`src/rtl/ysyx_22040237_lsu_pkg.sv`:
```
// Shared definitions for the load/store unit: datapath widths, access-size
// encodings and FSM state encodings.
package ysyx_22040237_lsu_pkg;

    localparam int unsigned XLEN   = 64;
    localparam int unsigned RD_W   = 5;
    localparam int unsigned MASK_W = XLEN / 8;

    typedef enum logic [1:0] {
        SIZE_B = 2'd0,
        SIZE_H = 2'd1,
        SIZE_W = 2'd2,
        SIZE_D = 2'd3
    } size_e;

    typedef enum logic [1:0] {
        ST_IDLE     = 2'd0,
        ST_REQ      = 2'd1,
        ST_WAIT_RSP = 2'd2,
        ST_DONE     = 2'd3
    } state_e;

endpackage

```
`src/rtl/ysyx_22040237_lsu_lane.sv`:
```
// Byte-lane logic for the LSU (purely combinational).
//   addr_lo/size/is_unsigned : access attributes
//   wdata -> wdata_sh, wmask  : store data shifted into its lanes + byte enables
//   rdata -> rdata_ext        : load data extracted from its lanes and extended
//   misaligned                : natural-alignment violation, gated by chk_en
module ysyx_22040237_lsu_lane
    import ysyx_22040237_lsu_pkg::*;
(
    input  logic              chk_en,
    input  logic [2:0]        addr_lo,
    input  size_e             size,
    input  logic              is_unsigned,
    input  logic [XLEN-1:0]   wdata,
    input  logic [XLEN-1:0]   rdata,
    output logic [MASK_W-1:0] wmask,
    output logic [XLEN-1:0]   wdata_sh,
    output logic [XLEN-1:0]   rdata_ext,
    output logic              misaligned
);

    logic [5:0]        sh;
    logic [XLEN-1:0]   raw;
    logic [MASK_W-1:0] base_mask;
    logic              mis_raw;

    // Lane shift, mask and extension; bytes past the aligned word fall off.
    always_comb begin
        sh        = {addr_lo, 3'b000};
        raw       = rdata >> sh;
        base_mask = 8'h01;
        rdata_ext = raw;
        mis_raw   = 1'b0;
        case (size)
            SIZE_B: begin
                base_mask = 8'h01;
                rdata_ext = is_unsigned ? XLEN'(raw[7:0])
                                        : {{(XLEN-8){raw[7]}}, raw[7:0]};
            end
            SIZE_H: begin
                base_mask = 8'h03;
                rdata_ext = is_unsigned ? XLEN'(raw[15:0])
                                        : {{(XLEN-16){raw[15]}}, raw[15:0]};
                mis_raw   = addr_lo[0];
            end
            SIZE_W: begin
                base_mask = 8'h0F;
                rdata_ext = is_unsigned ? XLEN'(raw[31:0])
                                        : {{(XLEN-32){raw[31]}}, raw[31:0]};
                mis_raw   = |addr_lo[1:0];
            end
            SIZE_D: begin
                base_mask = 8'hFF;
                rdata_ext = raw;
                mis_raw   = |addr_lo;
            end
        endcase
        wmask      = base_mask << addr_lo;
        wdata_sh   = wdata << sh;
        misaligned = chk_en & mis_raw;
    end

endmodule

```
`src/rtl/ysyx_22040237_lsu.sv`:
```
// Load/store unit: one aligned 64-bit memory transaction per request.
//   in_*      : request from execute (accepted while in_ready)
//   mem_req_* : valid/ready request channel, fields held while pending
//   mem_rsp_* : read response, taken only while waiting for it
//   out_*     : one-cycle result pulse to writeback
// Define YSYX_22040237_LSU_MISALIGN_CHK_EN to flag misaligned accesses via
// out_err instead of issuing a truncated memory access.
module ysyx_22040237_lsu
    import ysyx_22040237_lsu_pkg::*;
(
    input  logic              clk,
    input  logic              rst,
    input  logic              in_valid,
    output logic              in_ready,
    input  logic              in_load,
    input  logic              in_store,
    input  logic [1:0]        in_size,
    input  logic              in_unsigned,
    input  logic [XLEN-1:0]   in_addr,
    input  logic [XLEN-1:0]   in_wdata,
    input  logic [RD_W-1:0]   in_rd,
    output logic              mem_req_valid,
    input  logic              mem_req_ready,
    output logic              mem_req_we,
    output logic [XLEN-1:0]   mem_req_addr,
    output logic [XLEN-1:0]   mem_req_wdata,
    output logic [MASK_W-1:0] mem_req_wmask,
    input  logic              mem_rsp_valid,
    input  logic [XLEN-1:0]   mem_rsp_rdata,
    output logic              out_valid,
    output logic              out_wen,
    output logic [RD_W-1:0]   out_rd,
    output logic [XLEN-1:0]   out_rdata,
    output logic              out_err
);

`ifdef YSYX_22040237_LSU_MISALIGN_CHK_EN
    localparam logic CHK_EN = 1'b1;
`else
    localparam logic CHK_EN = 1'b0;
`endif

    state_e            state_q, state_d;
    logic [2:0]        addr_lo_q;
    size_e             size_q;
    logic              unsigned_q;
    logic              load_q;
    logic              err_q;

    logic              accept;
    logic              mem_c;
    logic              err_c;
    logic [2:0]        lane_addr;
    size_e             lane_size;
    logic [MASK_W-1:0] lane_wmask;
    logic [XLEN-1:0]   lane_wdata;
    logic [XLEN-1:0]   lane_rdata;
    logic              lane_mis;

    assign accept = in_valid && (state_q == ST_IDLE);
    assign mem_c  = in_load | in_store;
    assign err_c  = lane_mis & mem_c;

    // Lanes see the live request in IDLE, the captured attributes afterwards.
    assign lane_addr = (state_q == ST_IDLE) ? in_addr[2:0] : addr_lo_q;
    assign lane_size = (state_q == ST_IDLE) ? size_e'(in_size) : size_q;

    ysyx_22040237_lsu_lane u_lane (
        .chk_en      (CHK_EN),
        .addr_lo     (lane_addr),
        .size        (lane_size),
        .is_unsigned (unsigned_q),
        .wdata       (in_wdata),
        .rdata       (mem_rsp_rdata),
        .wmask       (lane_wmask),
        .wdata_sh    (lane_wdata),
        .rdata_ext   (lane_rdata),
        .misaligned  (lane_mis)
    );

    // State register.
    always_ff @(posedge clk or posedge rst) begin
        if (rst) state_q <= ST_IDLE;
        else     state_q <= state_d;
    end

    // Next-state logic.
    always_comb begin
        state_d = state_q;
        case (state_q)
            ST_IDLE: begin
                if (in_valid) state_d = (mem_c && !err_c) ? ST_REQ : ST_DONE;
            end
            ST_REQ: begin
                if (mem_req_ready) state_d = mem_req_we ? ST_DONE : ST_WAIT_RSP;
            end
            ST_WAIT_RSP: begin
                if (mem_rsp_valid) state_d = ST_DONE;
            end
            ST_DONE: state_d = ST_IDLE;
        endcase
    end

    // Request capture, memory request fields and result data.
    always_ff @(posedge clk or posedge rst) begin
        if (rst) begin
            addr_lo_q     <= '0;
            size_q        <= SIZE_B;
            unsigned_q    <= 1'b0;
            load_q        <= 1'b0;
            err_q         <= 1'b0;
            mem_req_we    <= 1'b0;
            mem_req_addr  <= '0;
            mem_req_wdata <= '0;
            mem_req_wmask <= '0;
            out_rd        <= '0;
            out_rdata     <= '0;
        end else begin
            if (accept) begin
                addr_lo_q  <= in_addr[2:0];
                size_q     <= size_e'(in_size);
                unsigned_q <= in_unsigned;
                load_q     <= in_load & ~err_c;
                err_q      <= err_c;
                out_rd     <= in_rd;
                if (mem_c && !err_c) begin
                    mem_req_we    <= in_store;
                    mem_req_addr  <= {in_addr[XLEN-1:3], 3'b000};
                    mem_req_wdata <= lane_wdata;
                    mem_req_wmask <= lane_wmask;
                end else begin
                    out_rdata <= '0;
                end
            end
            if ((state_q == ST_WAIT_RSP) && mem_rsp_valid) out_rdata <= lane_rdata;
        end
    end

    assign in_ready      = (state_q == ST_IDLE);
    assign mem_req_valid = (state_q == ST_REQ);
    assign out_valid     = (state_q == ST_DONE);
    assign out_wen       = (state_q == ST_DONE) && load_q;
    assign out_err       = (state_q == ST_DONE) && err_q;

endmodule

```
`config.mk`:
```
export PLATFORM = sky130hd
export DESIGN_NAME = ysyx_22040237_lsu
export DESIGN_NICKNAME = d
export VERILOG_FILES = /design/src/rtl/ysyx_22040237_lsu_pkg.sv /design/src/rtl/ysyx_22040237_lsu_lane.sv /design/src/rtl/ysyx_22040237_lsu.sv
export SDC_FILE = /design/constraint.sdc
export NUM_CORES = 1
export LEC_CHECK = 0
export CORE_ASPECT_RATIO = 1.2
export CORE_UTILIZATION = 41
export CTS_CLUSTER_DIAMETER = 120
export DETAILED_ROUTE_END_ITERATION = 7
export PLACE_DENSITY_LB_ADDON = 0.05
export REMOVE_ABC_BUFFERS = 1
export SETUP_SLACK_MARGIN = 0.4
export SYNTH_ARGS = -nofsm -noshare
export SYNTH_HDL_FRONTEND = slang
export SYNTH_SLANG_ARGS = --single-unit
```
`constraint.sdc`:
```
create_clock -name clk -period 6.2 [get_ports clk]
set_input_delay 0.62 -clock clk [delete_from_list [all_inputs] [get_ports clk]]
set_output_delay 0.62 -clock clk [all_outputs]
set_load 0.005 [all_outputs]
```
Word level (Yosys, flattened, before mapping). Index checks and enable logic that the tools add are counted.

Register bits after elaboration: 212. Bits of input ports: 207. Output and inout port bits: 211.

Equality and inequality tests: 10. Shifts and indexed selects: 3. Muxes and demuxes: 16. Bitwise logic cells: 1. Reduce and logical (&&, ||, !) cells: 9.

Operator list (count): $mux W64 (6); $pmux W64 S4 (1); $shl A64 B6 Y64 (1); $shr A64 B6 Y64 (1); $pmux W8 S4 (1); $mux W2 (5); $eq A2 B2 Y1 const B (4); $pmux W2 S4 (1); $shl A8 B3 Y8 (1); $eq A2 B1 Y1 const B (2); $logic_not A2 Y1 (2); $ne A2 B1 Y1 const B (2); $ne A2 B2 Y1 const B (2); $reduce_and A2 Y1 (2); $logic_and A1 B1 Y1 (3); $mux W3 (1); $reduce_and A3 Y1 (1); $reduce_bool A2 Y1 (1); $mux W1 (1); $or A1 B1 Y1 (1).

Longest topological paths before layout. Gate-level depths: netlist of the first run.

Depth in word-level cells: 6. Gate-level depth with buffers: 12. Depth with buffers taken out: 8.

Modules after synthesis. From an unflattened synthesis of the first run, not the netlist that was laid out.

Cells, all modules: 1185. Area total of the unflattened synthesis: 12884.9 um2.

By module, submodules not included: ysyx_22040237_lsu (times used 1, cells each 630, area each 8655.8 um2); ysyx_22040237_lsu_lane (times used 1, cells each 555, area each 4229.1 um2).

Worst setup path after synthesis of the first run. OpenSTA, ideal clock, no wires.

Path type: register to register. Start point: register state_q[0]. End point: register mem_req_addr[10]. Setup time: 0.125 ns. Arrival: 2.380 ns. Required time: 6.075 ns. Setup slack: 3.696 ns. Stages on the path, launching flop included: 11. Path buffers: 5. Clock period less this slack: 2.504 ns. Path through: dfrtp_1 -> inv_1 -> ha_1 -> buf_6 -> buf_2 -> and2_1 -> buf_2 -> o21ai_1 -> clkbuf_1 -> buf_2 -> mux2_2.

Word-level cells in the longest chain between the ends: 3.

RTL lines: start: declaration (RTL line ysyx_22040237_lsu.sv:43) `state_e state_q, state_d;`; start signal: assignment (RTL line ysyx_22040237_lsu.sv:84) `else state_q <= state_d;`; $logic_not A2 Y1; named net in_ready (RTL line ysyx_22040237_lsu.sv:14) `output logic in_ready,`; $logic_and A1 B1 Y1 (RTL line ysyx_22040237_lsu.sv:60) `assign accept = in_valid && (state_q == ST_IDLE);`; $reduce_and A2 Y1 (no line); end signal: assignment (RTL line ysyx_22040237_lsu.sv:128) `mem_req_addr <= {in_addr[XLEN-1:3], 3'b000};`; end: declaration (RTL line ysyx_22040237_lsu.sv:25) `output logic [XLEN-1:0] mem_req_addr,`.

The timed path passes the listed nets, and every way through them passes these cells. A chain may end at the register's enable or synchronous reset.

Worst setup path after layout of the first run.
Start point: register state_q[0]. End point: register out_rdata[49].

Word-level cells in the longest chain between the ends: 6. Elaborated cells on any way between the ends: 19.

RTL lines: $logic_not A2 Y1 (RTL line ysyx_22040237_lsu.sv:60, ysyx_22040237_lsu.sv:65, ysyx_22040237_lsu.sv:66); $mux W3 (RTL line ysyx_22040237_lsu.sv:65) `assign lane_addr = (state_q == ST_IDLE) ? in_addr[2:0] : addr_lo_q;`; $shr A64 B6 Y64 (RTL line ysyx_22040237_lsu_lane.sv:29) `raw = rdata >> sh;`; $mux W64 (on tied branches) (RTL line ysyx_22040237_lsu_lane.sv:47, ysyx_22040237_lsu_lane.sv:36, ysyx_22040237_lsu_lane.sv:41); $pmux W64 S4 (RTL line ysyx_22040237_lsu_lane.sv:33) `case (size)`; $mux W64 (RTL line ysyx_22040237_lsu.sv:135) `if ((state_q == ST_WAIT_RSP) && mem_rsp_valid) out_rdata <= lane_rdata;`; end signal: assignment (RTL line ysyx_22040237_lsu.sv:135); end: declaration (RTL line ysyx_22040237_lsu.sv:33) `output logic [XLEN-1:0] out_rdata,`.

Several ways; a longest one is shown, not always the timed one.

==> flow_summary.toml, run 1 <==
[run_status]
status = "complete, no violations"

[synthesis]
synth_xor_area_share_pct = 0
async_flop_share_pct = 100
syn_area_per_cell_sq_um = 10.2
synth_cell_type_count = 55
ys_seq_elements = 212
synthCells = 1120
syn_area_sq_um = 11500
synth_edf_count = 0
yosysSeqAreaShare_pct = 46.3
yosys.area.top_type = "dfrtp_1"
synthSimpleGateAreaFrac_pct = 11.6
yosys-mux-area-fraction_pct = 19.7
ys_top_cells_by_count = "225 x nand2_1, 212 x dfrtp_1, 94 x o21ai_0, 87 x mux2i_1, 75 x mux2_2"
synth_area_leaders = "dfrtp_1 46%, mux2i_1 7.6%, nand2_1 7.4%, mux2_2 7.4%, mux4_2 4.3%"
synth_most_common_cell = "nand2_1"
synth_top_area_share_pct = 46.3
synth_top_family_by_area = "multiplexers"
synthAdderAreaFrac_pct = 0.437
synth_warnings = 0
ys.flop_type = "dfrtp_1"
synth-compound-area-share_pct = 17.8

[sta]
tns_ns = 0
period_share_pct = 69.1
relSlewSlack_pct = 22.7
finalSetupViolations = 0
hold_slack_ns = 0.473
hold_viol_final = 0
max_freq_mhz = 233
worst_pin_slew_ns = 1.16
rsz0062_at_grt = "false"
finClkSkew_ns = 0.0102
finalMaxSlewViolations = 0
fin_crit_ns = 4.28

[clock_tree]
cts_buffer_depth = 3
clk_latency_ns = 0.52
postCtsHoldBufs = 0
postCtsSetupRepairBufs = 0
htreeDepth = 1
cts_tree = "yes"
cts-root-buf = "clkbuf_16"
clk_pin_slew_ns = 0.06
numCtsBuffers = 24
ctsResizeCount = 0
clock_sinks = 212

[setup_path]
path_class = "register to register"
cp_max_fo = 47
critPathLaunchType = "register"
arrival_ns = 4.61
endpoint_kind = "register"
cp.required_ns = 6.53

[routing]
wl_um = 39700
post_drt_wl_per_cell_um = 21.5
drtPass1Iterations = 5
post-route-drc-count = 0
drt_iter0_markers = 625
viasPerCell = 5.62
ant_nets = 0
vias = 10364

[floorplan]
core_sq_um = 27300
rows = 66
die_area_sq_um = 28600
io_pins = 418
die_h_um = 185
initial_utilization_pct = 42.1
die_x_um = 155

[placement]
port_buffers = 413
place_hpwl_um = 28000
place_congestion = 0.856

[global_route]
antenna_found_initial = 3
grt_pass1_vias = 10131
grt_usage_pct = 27.2
top_usage_layer = "met2"
grtUsageMet3_pct = 4.80
met2_usage_pct = 46.7
grt_util_met1_pct = 34.6
grt_start_max_net_pins = 98
grt_pass1_wl_um = 59900
overflow = 0

[power_and_ir_drop]
p_per_area_nw_per_um2 = 538
p_sw_share_pct = 39.8
power.clock.fraction_pct = 16.0
peakVddDrop_uv = 449
pwr-share-comb_pct = 57.8
power_frac_seq_pct = 26.2
power.leakage_nw = 7.05
p_switching_w = 0.00354
p_int_w = 0.00535

[worst_hold_path]
hold_path_class = "register to register"

[finish]
multi_input_area_sq_um = 5740
drive_above_1_share_pct = 11.9
seqCellArea_sq_um = 5310
fillers = 2321
finalNetCount = 1697
syn2layout_area_growth_pct = 44.2

[job]
maxCapViolations = 0
==> worst paths after layout <==
check                                            start                             to  slack [ns]  depth (start not counted)
worst max-delay path            state_q[0]$_DFFE_PP0P_      out_rdata[49]$_DFFE_PP0P_        1.92                          8
worst min-delay path                load_q$_DFFE_PP0P_             load_q$_DFFE_PP0P_        0.47                          2
worst max register to register  state_q[0]$_DFFE_PP0P_      out_rdata[49]$_DFFE_PP0P_        1.92                          8
worst min register to register      load_q$_DFFE_PP0P_             load_q$_DFFE_PP0P_        0.47                          2
max in group asynchronous                          rst  mem_req_wdata[52]$_DFFE_PP0P_        4.28                          3
min in group asynchronous                          rst   mem_req_addr[11]$_DFFE_PP0P_        0.63                          2
==> cell usage in the layout, fill, tap and decap left out, drive strengths merged, types with 4 or more instances in the layout <==
master         count
a21oi             37
clkdlybuf4s50    413
a31oi             26
mux4              22
a32oi              9
a22o              34
a22oi             34
dfrtp            212
inv                5
and3              17
nand2            226
o211ai             7
clkbuf            31
buf               15
o21a              17
a21boi            15
nor2              27
conb               4
mux2              76
mux2i             89
o21ai             96
clkinv             7
nand3             39
ha                 4
a2bb2oi            7
==> power by group through the flow <==
stage	Clock, W	Sequential (W)	Combinational [W]
finish	0.00142	0.00233	0.00514
global route	0.00151	0.00240	0.00557
CTS	0.00145	0.00233	0.00516
detailed placement	0	0.00235	0.00515
global placement	0	0.00233	0.00508
floorplan	0	0.00235	0.00291
==> registers in the layout, indices dropped and copies added (netlist names) <==
name           flops
out_rd             5
addr_lo_q          3
size_q             2
mem_req_wdata     64
load_q             1
mem_req_we         1
out_rdata         64
mem_req_addr      61
unsigned_q         1
mem_req_wmask      8
state_q            2
==> area by class of cell <==
class | count | share of cell area, %
well taps | 340 | 2.57
clock buffers | 31 | 4.22
inverters | 5 | 0.159
repair buffers | 428 | 25.7
flip-flops and latches | 212 | 32.1
clock inverters | 11 | 0.530
diodes | 3 | 0.0454
multi-input cells | 815 | 34.7
==> worst max-delay path, cell delays in order (launching register included) <==
cell     delay [ns]
dfrtp_1        0.40
inv_1          0.12
ha_1           0.77
mux2i_4        0.73
buf_4          0.40
mux2i_1        0.15
mux2i_1        0.29
o31a_2         0.94
a22oi_1        0.24
==> layer usage <==
metal  vias up  part of all wire, %  wire length, um
met5         -                    0                0
met4         0                  2.5              980
met3        56                  6.7             2680
met2       426                   50            19700
met1      5068                   41            16300
li1       4814                    -                -
==> stage by stage <==
stage | setup slack [ns] | instances | total power, W | utilization (%) | instance area, sq um
2_1_floorplan | -2.99 | 1032 | 0.00527 | - | 11000
3_3_place_gp | 2.14 | 1800 | 0.00741 | 57.8 | 15700
3_5_place_dp | 1.91 | 1800 | 0.00749 | 57.8 | 15700
4_1_cts | 1.91 | 1842 | 0.00894 | 60.6 | 16500
5_1_grt | 1.63 | 1845 | 0.00947 | 60.7 | 16500
6_report | 1.92 | 1845 | 0.00889 | 60.7 | 16500
==> logic make-up after synthesis <==
family / Yosys count
fa+ha+maj: 4
other cells: 1
buf+inv: 96
flops: 212
simple gates: 319
compound gates: 301
mux: 187
(Power assumes the default switching activity.)
==> inputs of run 2 (changes only) <==
==> constraint.sdc (replaced) <==
create_clock -name clk -period 3.7 [get_ports clk]
set_input_delay 0.37 -clock clk [delete_from_list [all_inputs] [get_ports clk]]
set_output_delay 0.37 -clock clk [all_outputs]
set_load 0.005 [all_outputs]
==> run 2 against run 1 <==
Critical path depth unchanged. Sequential share of layout area decreased by 0.47 points. Worst hold slack got worse by 0.15 ns. Power rose by 72%. Wire length increased by 0.43%. Critical path type unchanged. Critical endpoint is now out_rdata[60]$_DFFE_PP0P_. Largest power group unchanged.
==> flow_summary.toml, run 2 (synthesized netlist as in run 1, its figures left out) <==
[run_status]
status = "complete, no violations"

[finish]
most-common-layout-cells = "413 x clkdlybuf4s50_1, 225 x nand2_1, 212 x dfrtp_1"
fin_util_pct = 61.6
fillers = 2375
drive_above_1_share_pct = 12.8
finalNetCount = 1713
layoutNonFillerInstCount = 1861
syn2layout_area_growth_pct = 46.4
reg.largest.list = "mem_req_wdata x64, out_rdata x64, mem_req_addr x61"
final_area_sq_um = 16800
mostFrequentLayoutCell = "clkdlybuf4s50_1"

[floorplan]
core_sq_um = 27300
initial_utilization_pct = 42.1
io_pins = 418
die_x_um = 155
rows = 66
die_area_sq_um = 28600
die_h_um = 185

[sta]
fin_crit_ns = 3.08
relSlewSlack_pct = 43.2
worst_pin_slew_ns = 0.851
max_freq_mhz = 324
fin_ws_ns = 0.618
period_share_pct = 83.3
finalMaxSlewViolations = 0
finClkSkew_ns = 0.0160
rsz0062_at_grt = "false"
hold_viol_final = 0
finalSetupViolations = 0

[power_and_ir_drop]
p_sw_share_pct = 39.2
power_frac_seq_pct = 25.6
power.leakage_nw = 7.19
p_int_w = 0.00929
peakVddDrop_uv = 548
pwr-share-comb_pct = 57.3
power.clock.fraction_pct = 17.1
p_switching_w = 0.00598
p_per_area_nw_per_um2 = 911
finalPower_w = 0.0153

[clock_tree]
clock_sinks = 212
clk_latency_ns = 0.53
cts_buffer_depth = 3
postCtsSetupRepairBufs = 0
cts-root-buf = "clkbuf_16"
htreeDepth = 1
clk_pin_slew_ns = 0.06
numCtsBuffers = 24
cts_tree = "yes"

[setup_path]
path_cells = "inv_1 > ha_2 > mux2_2 > nand2_2 > o22ai_1 > a311oi_1 > o311a_4 > a22oi_1"
critPathLaunchType = "register"
cp_max_fo = 32
arrival_ns = 3.45
cp.required_ns = 4.07
cpPeakStageDelay_ns = 0.54
crit_family = "compound AO/OA/AOI/OAI gates"
cp_slowest_cell = "o311a_4"
path_class = "register to register"
crit_buf_inv = 1
endpoint_kind = "register"

[routing]
post_drt_wl_per_cell_um = 21.4
ant_nets = 0
wl_um = 39900
viasPerCell = 5.65
post-route-drc-count = 0
vias = 10508
drt_iter0_markers = 719
drtPass1Iterations = 6

[placement]
port_buffers = 413
place_congestion = 0.870
place_hpwl_um = 28200
dp_cells = 1816
dp_slack_ns = 0.478
place_area_sq_um = 15900

[global_route]
overflow = 0
grt_pass1_wl_um = 60800
grt_usage_pct = 27.5
grt_pass1_vias = 10187
grt_start_max_net_pins = 119
antenna_found_initial = 1

[job]
maxCapViolations = 0

[worst_hold_path]
hold_path_class = "input pin to async pin"
==> run 2: changes by cell type in the layout (fill, tap and decap cells not counted) <==
cell and delta:
ha_2 +1, buf_12 +4, diode_2 -2, clkinvlp_4 -2, bufinv_16 +3, clkinv_2 -2, buf_4 +12, ha_1 -1
clkbuf_1 +3
==> run 2: area by class of cell <==
cell class                      instances  area, sq um  area share, %
Multi-Input combinational cell        815         5740           34.2
Clock inverter                         10          153          0.910
Antenna cell                            1         2.50         0.0149
Clock buffer                           34          709           4.23
Inverter                                5         26.3          0.157
Sequential cell                       212         5310           31.6
Timing Repair Buffer                  444         4420           26.3
Tap cell                              340          425           2.54
==> run 2: worst paths after layout <==
path	from	to	slack, ns	depth (start not counted)
worst max-delay path	state_q[0]$_DFFE_PP0P_	out_rdata[60]$_DFFE_PP0P_	0.62	8
worst min-delay path	rst	mem_req_addr[37]$_DFFE_PP0P_	0.33	2
worst max register to register	state_q[0]$_DFFE_PP0P_	out_rdata[60]$_DFFE_PP0P_	0.62	8
worst min register to register	load_q$_DFFE_PP0P_	load_q$_DFFE_PP0P_	0.46	2
max in group asynchronous	rst	mem_req_wdata[12]$_DFFE_PP0P_	2.30	3
min in group clk	in_addr[50]	mem_req_addr[50]$_DFFE_PP0P_	0.46	2
==> run 2: what timing repair did <==
action | CTS | global route
hold endpoints to repair | 0 | 0
hold buffers | 0 | 0
setup endpoints to repair | 0 | 56
gates resized for setup | 0 | 1
==> run 2: per-layer routing <==
layer  wire length (um)  track usage, %
met1              16300            36.1
met2              19500            46.1
met3               2800            4.09
met4               1310            10.4
met5                  0               0
==> run 2: power groups by stage <==
stage | Clock [W] | Combinational [W] | Sequential, W
after floorplan | 0 | 0.00488 | 0.00394
after global placement | 0 | 0.00865 | 0.00392
after detailed placement | 0 | 0.00877 | 0.00393
after CTS | 0.00267 | 0.00879 | 0.00390
after global routing | 0.00276 | 0.00949 | 0.00403
final | 0.00261 | 0.00876 | 0.00391
==> run 2: stage by stage <==
step	hold WS [ns]	TNS, ns
2_1_floorplan	0.438	-1147.49
3_3_place_gp	0.454	0
3_5_place_dp	0.456	0
4_1_cts	0.430	0
5_1_grt	0.443	0
6_report	0.325	0
